[config.mk]
export PLATFORM = sky130hd
export DESIGN_NAME = gpu_draw_scheduler
export DESIGN_NICKNAME = d
export VERILOG_FILES = /design/src/rtl/gpu_draw_scheduler.sv
export SDC_FILE = /design/constraint.sdc
export NUM_CORES = 1
export LEC_CHECK = 0
export ABC_CLOCK_PERIOD_IN_PS = 14100
export CAP_MARGIN = 20
export CORE_ASPECT_RATIO = 1.5
export CORE_MARGIN = 1
export CORE_UTILIZATION = 35
export DETAILED_ROUTE_END_ITERATION = 8
export SETUP_SLACK_MARGIN = 0.5
export SLEW_MARGIN = 20
export SYNTH_ARGS = -nofsm -noshare
export SYNTH_HDL_FRONTEND = slang
export SYNTH_SLANG_ARGS = --single-unit
[constraint.sdc]
create_clock -name clk -period 14.1 [get_ports clk]
set_input_delay 2.82 -clock clk [delete_from_list [all_inputs] [get_ports clk]]
set_output_delay 2.82 -clock clk [all_outputs]
set_load 0.05 [all_outputs]
[src/rtl/gpu_draw_scheduler.sv]
// gpu_draw_scheduler: FIFO-buffered dispatcher of draw ops to the line/circle rasterizers with hung-engine abort
module gpu_draw_scheduler #(
  parameter int         DEPTH        = 8,
  parameter int         TIMEOUT      = 1024,
  parameter logic [3:0] OP_LINE      = 4'h4,
  parameter logic [3:0] OP_CIRCLE    = 4'h5,
  parameter int         WIDTH_BITS   = 10,
  parameter int         HEIGHT_BITS  = 9,
  parameter int         CHANNEL_BITS = 4
) (
  input  logic                      clk,
  input  logic                      n_rst,
  input  logic                      push_i,
  input  logic [3:0]                opcode_i,
  input  logic [WIDTH_BITS-1:0]     x1_i,
  input  logic [HEIGHT_BITS-1:0]    y1_i,
  input  logic [WIDTH_BITS-1:0]     x2_i,
  input  logic [HEIGHT_BITS-1:0]    y2_i,
  input  logic [WIDTH_BITS-1:0]     rad_i,
  input  logic [CHANNEL_BITS-1:0]   r_i,
  input  logic [CHANNEL_BITS-1:0]   g_i,
  input  logic [CHANNEL_BITS-1:0]   b_i,
  input  logic                      line_done_i,
  input  logic                      circle_done_i,
  output logic                      line_start_o,
  output logic                      circle_start_o,
  output logic [WIDTH_BITS-1:0]     x1_o,
  output logic [HEIGHT_BITS-1:0]    y1_o,
  output logic [WIDTH_BITS-1:0]     x2_o,
  output logic [HEIGHT_BITS-1:0]    y2_o,
  output logic [WIDTH_BITS-1:0]     rad_o,
  output logic [CHANNEL_BITS-1:0]   r_o,
  output logic [CHANNEL_BITS-1:0]   g_o,
  output logic [CHANNEL_BITS-1:0]   b_o,
  output logic [$clog2(DEPTH):0]    count_o,
  output logic                      full_o,
  output logic                      empty_o,
  output logic                      busy_o,
  output logic                      illegal_o,
  output logic                      abort_o,
  output logic                      overflow_o
);
  localparam int AW = $clog2(DEPTH);
  localparam int EW = 4 + 3*WIDTH_BITS + 2*HEIGHT_BITS + 3*CHANNEL_BITS;
  localparam logic [15:0] T_LAST = 16'(TIMEOUT - 1);
  typedef enum logic [1:0] {IDLE, ISSUE, WAIT} state_t;
  state_t        r_state, w_next;
  logic [EW-1:0] r_mem [DEPTH];
  logic [EW-1:0] r_cmd;
  logic [AW-1:0] r_wr, r_rd;
  logic [AW:0]   r_count;
  logic [15:0]   r_timer;
  logic          r_abort, r_ovf;
  logic          w_pop, w_push, w_done, w_timeout, w_line, w_circle;
  logic [3:0]    w_op;
  assign w_op      = r_cmd[EW-1 -: 4];
  assign w_line    = w_op == OP_LINE;
  assign w_circle  = w_op == OP_CIRCLE;
  assign full_o    = r_count[AW];
  assign empty_o   = r_count == '0;
  assign w_pop     = r_state == IDLE && !empty_o;
  // a full FIFO still accepts a push when the head leaves on the same edge
  assign w_push    = push_i && (!full_o || w_pop);
  assign w_done    = w_line ? line_done_i : circle_done_i;
  assign w_timeout = r_state == WAIT && !w_done && r_timer == T_LAST;
  always_ff @(posedge clk)
    if (w_push) r_mem[r_wr] <= {opcode_i, x1_i, y1_i, x2_i, y2_i, rad_i, r_i, g_i, b_i};
  always_ff @(posedge clk or negedge n_rst)
    if (!n_rst) begin
      r_wr    <= '0;
      r_rd    <= '0;
      r_count <= '0;
      r_cmd   <= '0;
      r_ovf   <= 1'b0;
    end else begin
      if (w_push) r_wr <= r_wr + 1'b1;
      if (w_pop) r_rd <= r_rd + 1'b1;
      if (w_pop) r_cmd <= r_mem[r_rd];
      r_count <= r_count + (AW+1)'(w_push) - (AW+1)'(w_pop);
      r_ovf   <= r_ovf | (push_i && !w_push);
    end
  always_ff @(posedge clk or negedge n_rst)
    if (!n_rst) begin
      r_state <= IDLE;
      r_timer <= '0;
      r_abort <= 1'b0;
    end else begin
      r_state <= w_next;
      r_timer <= r_state == WAIT ? r_timer + 1'b1 : '0;
      r_abort <= w_timeout;
    end
  always_comb begin
    w_next = r_state;
    case (r_state)
      IDLE:    w_next = empty_o ? IDLE : ISSUE;
      ISSUE:   w_next = (w_line || w_circle) ? WAIT : IDLE;
      WAIT:    w_next = (w_done || w_timeout) ? IDLE : WAIT;
      default: w_next = IDLE;
    endcase
  end
  assign line_start_o   = r_state == ISSUE && w_line;
  assign circle_start_o = r_state == ISSUE && w_circle;
  assign illegal_o      = r_state == ISSUE && !w_line && !w_circle;
  assign abort_o        = r_abort;
  assign overflow_o     = r_ovf;
  assign busy_o         = r_state != IDLE || !empty_o;
  assign count_o        = r_count;
  assign {x1_o, y1_o, x2_o, y2_o, rad_o, r_o, g_o, b_o} = r_cmd[EW-5:0];
endmodule

==> impl_metrics.ini <==
[timing]
timing.clock.skew_ns = 0.02049
worst_pin_slew_ns = 1.035
slew-limit-headroom_pct = 31.00
drv_slew = 0
finalCriticalPeriod_ns = 5.344
rsz0062_at_grt = no
setup_tns_ns = 0
clock.fmax_mhz = 187.1
finalSetupViolations = 0
timing.final.hold_violations = 0
finalCritPeriodShare_pct = 37.90

[yosys]
count_of_warnings_emitted_by_yosys = 0
yosys-top-cells-count = 512 x sky130_fd_sc_hd__edfxtp_1, 128 x sky130_fd_sc_hd__mux4_2, 94 x sky130_fd_sc_hd__dfrtp_1
dominantRegCellSynth = sky130_fd_sc_hd__edfxtp_1
synth.yosys.seq_area_share_pct = 76.02
netlist_instances = 1165
synth_top_cells_by_area = sky130_fd_sc_hd__edfxtp_1 66%, sky130_fd_sc_hd__mux4_2 12%, sky130_fd_sc_hd__dfrtp_1 10%
syn_std_cell_area_um2 = 23320
synth_async_sr_flop_share_pct = 15.51
synth.avg_cell_area_um2 = 20.01
postSynthNetCount = 1243
most_frequently_used_cell_type_in_the_post_synthesis_netlist = sky130_fd_sc_hd__edfxtp_1
yosys.area.top_type = sky130_fd_sc_hd__edfxtp_1
synth_edf_count = 512
postSynthRegisterBits = 606
yosys.area.top_type_share_pct = 65.94
netlist-cell-type-count = 38

[cts]
clock-sinks = 606
cts_hold_fix_bufs = 0
cts-buffers-inserted = 54
cts_root_buffer = sky130_fd_sc_hd__clkbuf_16
ctsHtreeMaxLevel = 2
post_cts_buffers = 0
clkLatencyLatePin_ns = 0.59
post_cts_resized = 0
cts-root-to-sink-buffers = 3
tritoncts_clock_tree = built
post_cts_clock_slew_at_the_launch_and_capture_registers_of_the_worst_setup_and_hold_paths_ns = 0.07

[place]
hpwlAfterDp_um = 25590
dpl.cell_count = 2082
place_congestion = 0.7052
io_buffers = 140

[global_routing]
grt_antenna_before_repair = 7
globalRoute.totalOverflow = 0
grt.total_usage_pct = 13.83
via_count_of_the_first_global_routing_pass = 11280
grt_first_pass_wirelength_um = 69770
largest_net_degree_at_the_start_of_global_routing = 83

[drt]
first_iter_violations = 750
drtAntennaViolNets = 0
avgViaCountPerCell = 4.806
detail_route.drc_violations = 0
wl_um = 45490
dr.pass1.iters = 4
route.vias.total = 10500
detail_route.wl_per_cell_um = 20.83

[power_and_ir_drop]
vdd_ir_drop_max_mv = 0.1152
power.share.clock_pct = 24.9
sw_frac_of_total_pct = 33.43
share_seq_of_total_power_pct = 43.3
p_comb_share_pct = 31.8
leakage_nw = 8.919
p_int_mw = 3.814
p_sw_mw = 1.915
pwr_density_cell_nw_per_um2 = 212.0

[worst_setup_path]
timing.critical_path.arrival_ns = 2.52
setup.worst_path.end_class = output pin
worstPathCellList = nor3b_1, nor4bb_1, clkdlybuf4s50_1
worstPathRequired_ns = 11.28
critical_path.startpoint_type = flip-flop
timing.critical_path.slowest_cell_delay_ns = 0.84
crit_path_top_delay_cell = sky130_fd_sc_hd__clkdlybuf4s50_1
timing.setup.critical_path_class = reg -> out
cp_max_fo = 4

[cells_and_area]
layout.cells.non_filler = 2184
synthToLayoutAreaGrowth_pct = 15.90
drive_above_1_share_pct = 18.91
nNetsFinal = 1339

[floorplan]
die_h_um = 318.1
initial_utilization_pct = 35.46
die-width_um = 212.7
core_region_area_um2 = 65760
dieArea_um2 = 67680
row_cnt = 115
top_level_ports = 141

[status]
run_status = completed

[flow_run]
max-cap-violations = 0

[min_path]
hp-class = reg -> reg
cell families (layout without fill, tap and decap cells):
family | after synthesis | after routing | synth area share [%]
DFF | 606 | 606 | 76.02
AOI/OAI and AO/OA | 74 | 74 | 1.674
other | 0 | 1 | 0
xor gates and xnor gates | 18 | 18 | 0.6761
buffers and inverters | 129 | 270 | 3.225
muxes | 194 | 194 | 15.20
and+or+nand+nor | 135 | 135 | 2.683
adders and majority gates | 9 | 9 | 0.5152
sequential cells by signal, summed over array words and instances (netlist names):
signal	cells
r_mem	512
count_o	4
r_cmd	64
abort_o	1
r_state	2
r_rd	3
r_wr	3
r_timer	16
overflow_o	1
cells in the final DEF, fill, tap and decap left out, types with 2 or more instances in the layout:
| cell type | n |
|---|---|
| sky130_fd_sc_hd__inv_6 | 3 |
| sky130_fd_sc_hd__nor3_1 | 3 |
| sky130_fd_sc_hd__buf_4 | 11 |
| sky130_fd_sc_hd__nand4_1 | 2 |
| sky130_fd_sc_hd__dfrtp_1 | 91 |
| sky130_fd_sc_hd__nor2_1 | 18 |
| sky130_fd_sc_hd__ha_1 | 8 |
| sky130_fd_sc_hd__buf_6 | 4 |
| sky130_fd_sc_hd__clkinvlp_4 | 5 |
| sky130_fd_sc_hd__o31ai_1 | 2 |
| sky130_fd_sc_hd__nor3b_1 | 5 |
| sky130_fd_sc_hd__bufinv_16 | 3 |
| sky130_fd_sc_hd__nand2_1 | 74 |
| sky130_fd_sc_hd__nand2b_1 | 4 |
| sky130_fd_sc_hd__clkbuf_16 | 54 |
| sky130_fd_sc_hd__mux4_2 | 128 |
| sky130_fd_sc_hd__xor2_1 | 3 |
| sky130_fd_sc_hd__a21o_1 | 2 |
| sky130_fd_sc_hd__edfxtp_1 | 512 |
| sky130_fd_sc_hd__nor3_2 | 4 |
| sky130_fd_sc_hd__clkdlybuf4s50_1 | 139 |
| sky130_fd_sc_hd__clkinv_1 | 7 |
| sky130_fd_sc_hd__o21ai_0 | 64 |
| sky130_fd_sc_hd__clkbuf_8 | 4 |
| sky130_fd_sc_hd__nor4_1 | 5 |
| sky130_fd_sc_hd__clkbuf_1 | 7 |
| sky130_fd_sc_hd__or4_1 | 2 |
| sky130_fd_sc_hd__inv_1 | 15 |
| sky130_fd_sc_hd__nor2_4 | 3 |
| sky130_fd_sc_hd__a21oi_1 | 3 |
| sky130_fd_sc_hd__xnor2_1 | 15 |
| sky130_fd_sc_hd__clkinv_2 | 16 |
| sky130_fd_sc_hd__dfrtp_4 | 3 |
| sky130_fd_sc_hd__mux2i_1 | 65 |
| sky130_fd_sc_hd__nand3_1 | 5 |
metrics by stage:
step                worst slack (ns)  util (%)  total power, mW  hold WS, ns  area [um^2]
floorplan                      4.403         -            3.931       0.4508        23320
global placement               8.902     38.46            4.375       0.4545        25290
detailed placement             8.872     38.46            4.405       0.4570        25290
CTS                            8.698     41.07            5.836       0.4718        27010
global route                   8.567     41.09            6.035       0.4983        27020
finish                         8.756     41.10            5.729       0.4663        27020
layer usage:
metal  vias up  wire, um  global-route usage [%]
li1       4746         -                       -
met1      5499     18300                   16.40
met4        10       978                   4.045
met2       178     24190                   24.94
met5         -        66                       0
met3        63      1962                   2.870
path summary, 6_finish.rpt:
kind                                        from                    end  slack [ns]  cells past startpoint
max reg2reg                  r_rd[0]$_DFFE_PN0P_  r_cmd[21]$_DFFE_PN0P_       10.94                      4
max in group asynchronous                  n_rst    r_rd[1]$_DFFE_PN0P_       10.55                      2
max                        r_cmd[61]$_DFFE_PN0P_           line_start_o        8.76                      3
min reg2reg                 overflow_o$_DFF_PN0_   overflow_o$_DFF_PN0_        0.47                      1
min                         overflow_o$_DFF_PN0_   overflow_o$_DFF_PN0_        0.47                      1
min in group asynchronous                  n_rst  r_cmd[45]$_DFFE_PN0P_        2.16                      1
critical path: cells and delay by family, from the launching register on:
kind / cells / cell delay (ns)
simple gates: 2 / 0.70
buf+inv: 1 / 0.84
flops: 1 / 0.40
power by group through the flow:
stage	clock, mW	combinational, mW	sequential [mW]
finish	1.42	1.82	2.48
global route	1.53	1.98	2.53
CTS	1.47	1.88	2.49
detailed placement	0	1.87	2.53
global placement	0	1.86	2.51
floorplan	0	1.49	2.44
final cells by class:
| class | count | area [um^2] |
|---|---|---|
| fill | 5787 | 38730 |
| sequential | 606 | 17740 |
| multi-input combinational | 430 | 4895 |
| timing repair buffer | 154 | 1519 |
| clock buffer | 66 | 1440 |
| tap | 877 | 1097 |
| clock inverter | 35 | 276.5 |
| inverter | 15 | 56.30 |
| antenna | 1 | 2.502 |
Note: power is estimated with default switching activity, not from simulation.
